File: config.mk
export PLATFORM = sky130hd
export DESIGN_NAME = mem_arbiter
export DESIGN_NICKNAME = d
export VERILOG_FILES = /design/src/rtl/mem_arbiter.sv
export SDC_FILE = /design/constraint.sdc
export NUM_CORES = 1
export LEC_CHECK = 0
export CELL_PAD_IN_SITES_DETAIL_PLACEMENT = 1
export CELL_PAD_IN_SITES_GLOBAL_PLACEMENT = 2
export CORE_MARGIN = 5
export CORE_UTILIZATION = 23
export CTS_CLUSTER_SIZE = 28
export DETAILED_ROUTE_END_ITERATION = 10
export PLACE_DENSITY_LB_ADDON = 0.08
export SYNTH_ARGS = -nofsm -noshare
export SYNTH_HDL_FRONTEND = slang
export SYNTH_SLANG_ARGS = --single-unit
File: constraint.sdc
create_clock -name clk -period 2 [get_ports clk]
set_clock_uncertainty 0.15 [all_clocks]
set_input_delay 0.2 -clock clk [delete_from_list [all_inputs] [get_ports clk]]
set_output_delay 0.2 -clock clk [all_outputs]
set_load 0.01 [all_outputs]
File: src/rtl/mem_arbiter.sv
// rtl/mem_arbiter.sv - single-port memory arbiter between fetch (IF) and load/store (D); optional MEM_ARB_PERF_EN counters
module mem_arbiter #(
    parameter int ADDR_W = 32,
    parameter int DATA_W = 32
) (
    input  logic                clk,
    input  logic                reset,
    input  logic                if_req,
    input  logic [ADDR_W-1:0]   if_addr,
    output logic [DATA_W-1:0]   if_rdata,
    output logic                if_ready,
    output logic                if_stall,
    input  logic                d_req,
    input  logic                d_we,
    input  logic [ADDR_W-1:0]   d_addr,
    input  logic [DATA_W-1:0]   d_wdata,
    input  logic [DATA_W/8-1:0] d_be,
    output logic [DATA_W-1:0]   d_rdata,
    output logic                d_ready,
    output logic                d_stall,
    input  logic                flush,
    output logic                mem_en,
    output logic                mem_we,
    output logic [ADDR_W-1:0]   mem_addr,
    output logic [DATA_W-1:0]   mem_wdata,
    output logic [DATA_W/8-1:0] mem_be,
    input  logic [DATA_W-1:0]   mem_rdata,
    input  logic                mem_valid
`ifdef MEM_ARB_PERF_EN
    ,
    output logic [31:0]         perf_if_stall,
    output logic [31:0]         perf_d_stall,
    output logic [31:0]         perf_conflict
`endif
);

    localparam int BE_W = DATA_W / 8;

    typedef enum logic [1:0] {IDLE, ISSUE, WAIT, DONE} state_t;

    state_t              state, state_nx;
    logic                owner_d;     // 1: data port owns the transaction, 0: fetch
    logic                kill;        // fetch in flight was flushed; drop its completion
    logic                cmd_we;
    logic [ADDR_W-1:0]   cmd_addr;
    logic [DATA_W-1:0]   cmd_wdata;
    logic [BE_W-1:0]     cmd_be;

    // State register
    always_ff @(posedge clk) begin
        if (reset) state <= IDLE;
        else       state <= state_nx;
    end

    // Next-state logic; data wins over fetch, a flushed fetch is not started
    always_comb begin
        state_nx = state;
        case (state)
            IDLE:    if (d_req || (if_req && !flush)) state_nx = ISSUE;
            ISSUE:   state_nx = WAIT;
            WAIT:    if (mem_valid) state_nx = DONE;
            DONE:    state_nx = IDLE;
            default: state_nx = IDLE;
        endcase
    end

    // Capture the winning request as the command for this transaction
    always_ff @(posedge clk) begin
        if (reset) begin
            owner_d   <= 1'b0;
            cmd_we    <= 1'b0;
            cmd_addr  <= '0;
            cmd_wdata <= '0;
            cmd_be    <= '0;
        end else if (state == IDLE) begin
            if (d_req) begin
                owner_d   <= 1'b1;
                cmd_we    <= d_we;
                cmd_addr  <= d_addr;
                cmd_wdata <= d_wdata;
                cmd_be    <= d_we ? d_be : {BE_W{1'b1}};
            end else if (if_req && !flush) begin
                owner_d   <= 1'b0;
                cmd_we    <= 1'b0;
                cmd_addr  <= if_addr;
                cmd_wdata <= '0;
                cmd_be    <= {BE_W{1'b1}};
            end
        end
    end

    // Remember a flush that hits an outstanding fetch; forget it once back in IDLE
    always_ff @(posedge clk) begin
        if (reset)
            kill <= 1'b0;
        else if (state == DONE)
            kill <= 1'b0;
        else if (flush && !owner_d && (state == ISSUE || state == WAIT))
            kill <= 1'b1;
    end

    // Response data goes to the owner's register and is held until its next completion
    always_ff @(posedge clk) begin
        if (reset) begin
            if_rdata <= '0;
            d_rdata  <= '0;
        end else if (state == WAIT && mem_valid) begin
            if (owner_d) d_rdata  <= mem_rdata;
            else         if_rdata <= mem_rdata;
        end
    end

    // Memory command is only driven during ISSUE so the port reads zero otherwise
    always_comb begin
        mem_en    = (state == ISSUE);
        mem_we    = mem_en && cmd_we;
        mem_addr  = mem_en ? cmd_addr  : '0;
        mem_wdata = mem_en ? cmd_wdata : '0;
        mem_be    = mem_en ? cmd_be    : '0;
        if_ready  = (state == DONE) && !owner_d && !(kill || flush);
        d_ready   = (state == DONE) && owner_d;
        if_stall  = if_req && !if_ready;
        d_stall   = d_req && !d_ready;
    end

`ifdef MEM_ARB_PERF_EN
    // Saturating stall and conflict counters
    always_ff @(posedge clk) begin
        if (reset) begin
            perf_if_stall <= '0;
            perf_d_stall  <= '0;
            perf_conflict <= '0;
        end else begin
            if (if_stall && perf_if_stall != '1) perf_if_stall <= perf_if_stall + 32'd1;
            if (d_stall && perf_d_stall != '1)   perf_d_stall  <= perf_d_stall + 32'd1;
            if (state == IDLE && if_req && d_req && perf_conflict != '1)
                perf_conflict <= perf_conflict + 32'd1;
        end
    end
`endif

endmodule

==> flow_metrics.env <==
export IMPL_status="finished clean"
export IMPL_timing_slew_headroom_pct=72.5
export IMPL_core_mm2=0.0268
export IMPL_grt_use_total_pct=14.9
export IMPL_grt_max_degree=87
export IMPL_worstHoldPathType="in -> reg"
export IMPL_vias=5942
export IMPL_cts_inserted_buffers=17
export IMPL_ys_seq_area_share_pct=44.0
export IMPL_routabilityCongestion=0.708
export IMPL_place_inst=1311
export IMPL_cts_buffer_depth=2
export IMPL_maxCapViolCount=0
export IMPL_synth_top_area_share_pct=44.0
export IMPL_clk_pin_slew_ps=60
export IMPL_r2r_start="state[0]"
export IMPL_powerDensity_mw_per_mm2=951
export IMPL_rsz0062_at_grt="yes"
export IMPL_drtIter0Drc=145
export IMPL_grt_pass1_wl_mm=36.0
export IMPL_fmax_ghz=0.516
export IMPL_finalSetupViolCount=0
export IMPL_yosysTopAreaCell="dfxtp_1"
export IMPL_critical_path_slowest_cell="dfxtp_2"
export IMPL_avgRoutedWirePerCell_um=17.3
export IMPL_synth_seq_cells=137
export IMPL_cts_tree="yes"
export IMPL_final_setup_tns_ps=0
export IMPL_clkLatencyLatePin_ps=410
export IMPL_hold_depth=3
export IMPL_post_route_period_util_pct=96.9
export IMPL_layout_drive_gt1_share_pct=17.1
export IMPL_overflow=0
export IMPL_end_kind="output port"
export IMPL_required_ps=1650
export IMPL_fin_nets=1139
export IMPL_tightest_slew_ps=412
export IMPL_reg2regPathDepth=5
export IMPL_crit_path_cell_trace="inv_2 > ha_4 > buf_12 > buf_4 > and2_1 > clkbuf_2"
export IMPL_r2r_end="cmd_addr[26]"
export IMPL_ctsRootBufferMaster="clkbuf_16"
export IMPL_syn_area_per_cell_um2=8.56
export IMPL_remaining_drc_errors=0
export IMPL_ys_warn_count=0
export IMPL_cp_max_fo=13
export IMPL_die_h_um=175
export IMPL_rows=60
export IMPL_arrival_ps=1590
export IMPL_cpPeakStageDelay_ps=350
export IMPL_clock_sinks=137
export IMPL_synth_nets=871
export IMPL_final_cell_mix="200 x clkdlybuf4s50_1, 135 x dfxtp_1, 128 x nand2_1, 65 x and2_1, 64 x a21oi_1"
export IMPL_io_buffers=276
export IMPL_hpwl_mm=16.3
export IMPL_synth_area_leaders="dfxtp_1 44%, nand2_1 7.7%, and2_1 7.0%, mux2_2 5.8%, mux2i_1 5.3%"
export IMPL_io_pins=277
export IMPL_fin_total_pwr_mw=9.49
export IMPL_r2r_slack_ps=260
export IMPL_synth_area_mm2=0.00623
export IMPL_hold_viol=0
export IMPL_die_w_um=175
export IMPL_grt_pass1_vias=6302
export IMPL_start_util_pct=23.3
export IMPL_antenna_found_initial=0
export IMPL_routed_wl_mm=23.3
export IMPL_final_cells=1351
export IMPL_cp_start_kind="flip-flop"
export IMPL_syn_to_final_growth_pct=60.0
export IMPL_antenna_left=0
export IMPL_synthCells=728
export IMPL_mostFrequentLayoutCell="clkdlybuf4s50_1"
export IMPL_timing_hold_ws_ps=136
export IMPL_viasPerCell=4.40
export IMPL_peakVddDrop_mv=0.464
export IMPL_synth_distinct_cells=32
export IMPL_htreeDepth=4
export IMPL_drv_slew=0
export IMPL_min_delay_start="d_req"
export IMPL_final_min_clock_period_ps=1940
export IMPL_setup_worst_path_class="reg -> out"
export IMPL_drt_pass1_iter_count=4
export IMPL_leakagePower_nw=3.89
export IMPL_die_area_mm2=0.0305
export IMPL_min_to="cmd_wdata[27]"
export IMPL_fin_util_pct=37.2
-- logic make-up after synthesis --
group / after synthesis / synth area share, %
buf+inv: 70 / 5.46
fa+ha+maj: 4 / 0.803
mux: 65 / 11.1
flops: 137 / 44.0
simple gates: 345 / 29.5
compound gates: 107 / 9.18
-- stage by stage --
stage	setup WS (ps)	instance area, um^2
6_report	62.4	9970
5_1_grt	-27.8	9970
4_1_cts	-12.4	10100
3_5_place_dp	38.4	9470
3_3_place_gp	53.3	9470
2_1_floorplan	344	6230
-- critical path: cells and delay by family (launching register included) --
kind | cells | cell delay [ps]
adder cells (fa/ha/maj) | 1 | 210
flip-flops | 1 | 350
buffers and inverters | 4 | 460
AND/OR/NAND/NOR | 1 | 150
-- Yosys cell counts, drive strengths merged --
| master | instances |
|---|---|
| inv | 9 |
| nor3 | 1 |
| and3b | 1 |
| buf | 33 |
| nand2b | 35 |
| a211oi | 4 |
| nand3b | 2 |
| o21a | 1 |
| dfxtp | 137 |
| a221oi | 1 |
| nand2 | 128 |
| nor2 | 37 |
| mux2 | 32 |
| o22ai | 1 |
| mux2i | 33 |
| nor4b | 1 |
| nand3 | 2 |
| o32ai | 1 |
| and2 | 70 |
| a22oi | 1 |
| ha | 4 |
| a21oi | 64 |
| clkbuf | 28 |
| nand4b | 32 |
| and3 | 1 |
| nor2b | 35 |
| a31oi | 1 |
| o21ai | 33 |
-- final cells by class --
type | instances | area (um^2)
fillers | 3139 | 16800
multi-input cells | 521 | 3190
repair buffers | 310 | 2960
flip-flops and latches | 137 | 2750
clock buffers | 18 | 429
well taps | 341 | 427
clock inverters | 14 | 186
inverters | 9 | 33.8
diodes | 1 | 2.50
-- flip-flops by register name (all words and copies together) (netlist names) --
| name | flops |
|---|---|
| state | 2 |
| cmd_be | 4 |
| d_rdata | 32 |
| kill | 1 |
| cmd_wdata | 32 |
| cmd_addr | 32 |
| if_rdata | 32 |
| cmd_we | 1 |
| owner_d | 1 |
-- layer usage --
layer	up-vias	part of all wire (%)	global-route usage (%)
li1	2945	-	-
met1	2814	46	19.1
met2	169	46	24.4
met3	14	6.5	5.17
met4	0	0.78	3.24
met5	-	0	0
-- power by group --
| part | total [mW] | switching [mW] | internal, mW |
|---|---|---|---|
| clock network | 3.34 | 1.35 | 2.00 |
| logic | 2.83 | 1.38 | 1.45 |
| registers | 3.32 | 0.207 | 3.11 |
| total | 9.49 | 2.93 | 6.56 |
-- timing repair --
item | in CTS | in global routing
setup endpoints to repair | 74 | 57
hold buffers | 1 | 0
setup buffers | 3 | 2
endpoints found under the hold margin | 1 | 0
cloned | 3 | 0
resized for setup | 205 | 63
-- worst max path at each step --
stage	cells after the start	slack [ps]	from	end
floorplan	6	340	state[0]	cmd_addr[10]
global placement	4	50	state[0]	mem_addr[30]
detailed placement	4	40	state[0]	mem_addr[29]
CTS	6	-10	state[1]	mem_addr[29]
global route	4	-30	state[0]	if_stall
finish	6	60	state[1]	mem_addr[6]
Note: power is estimated with default switching activity, not from simulation.
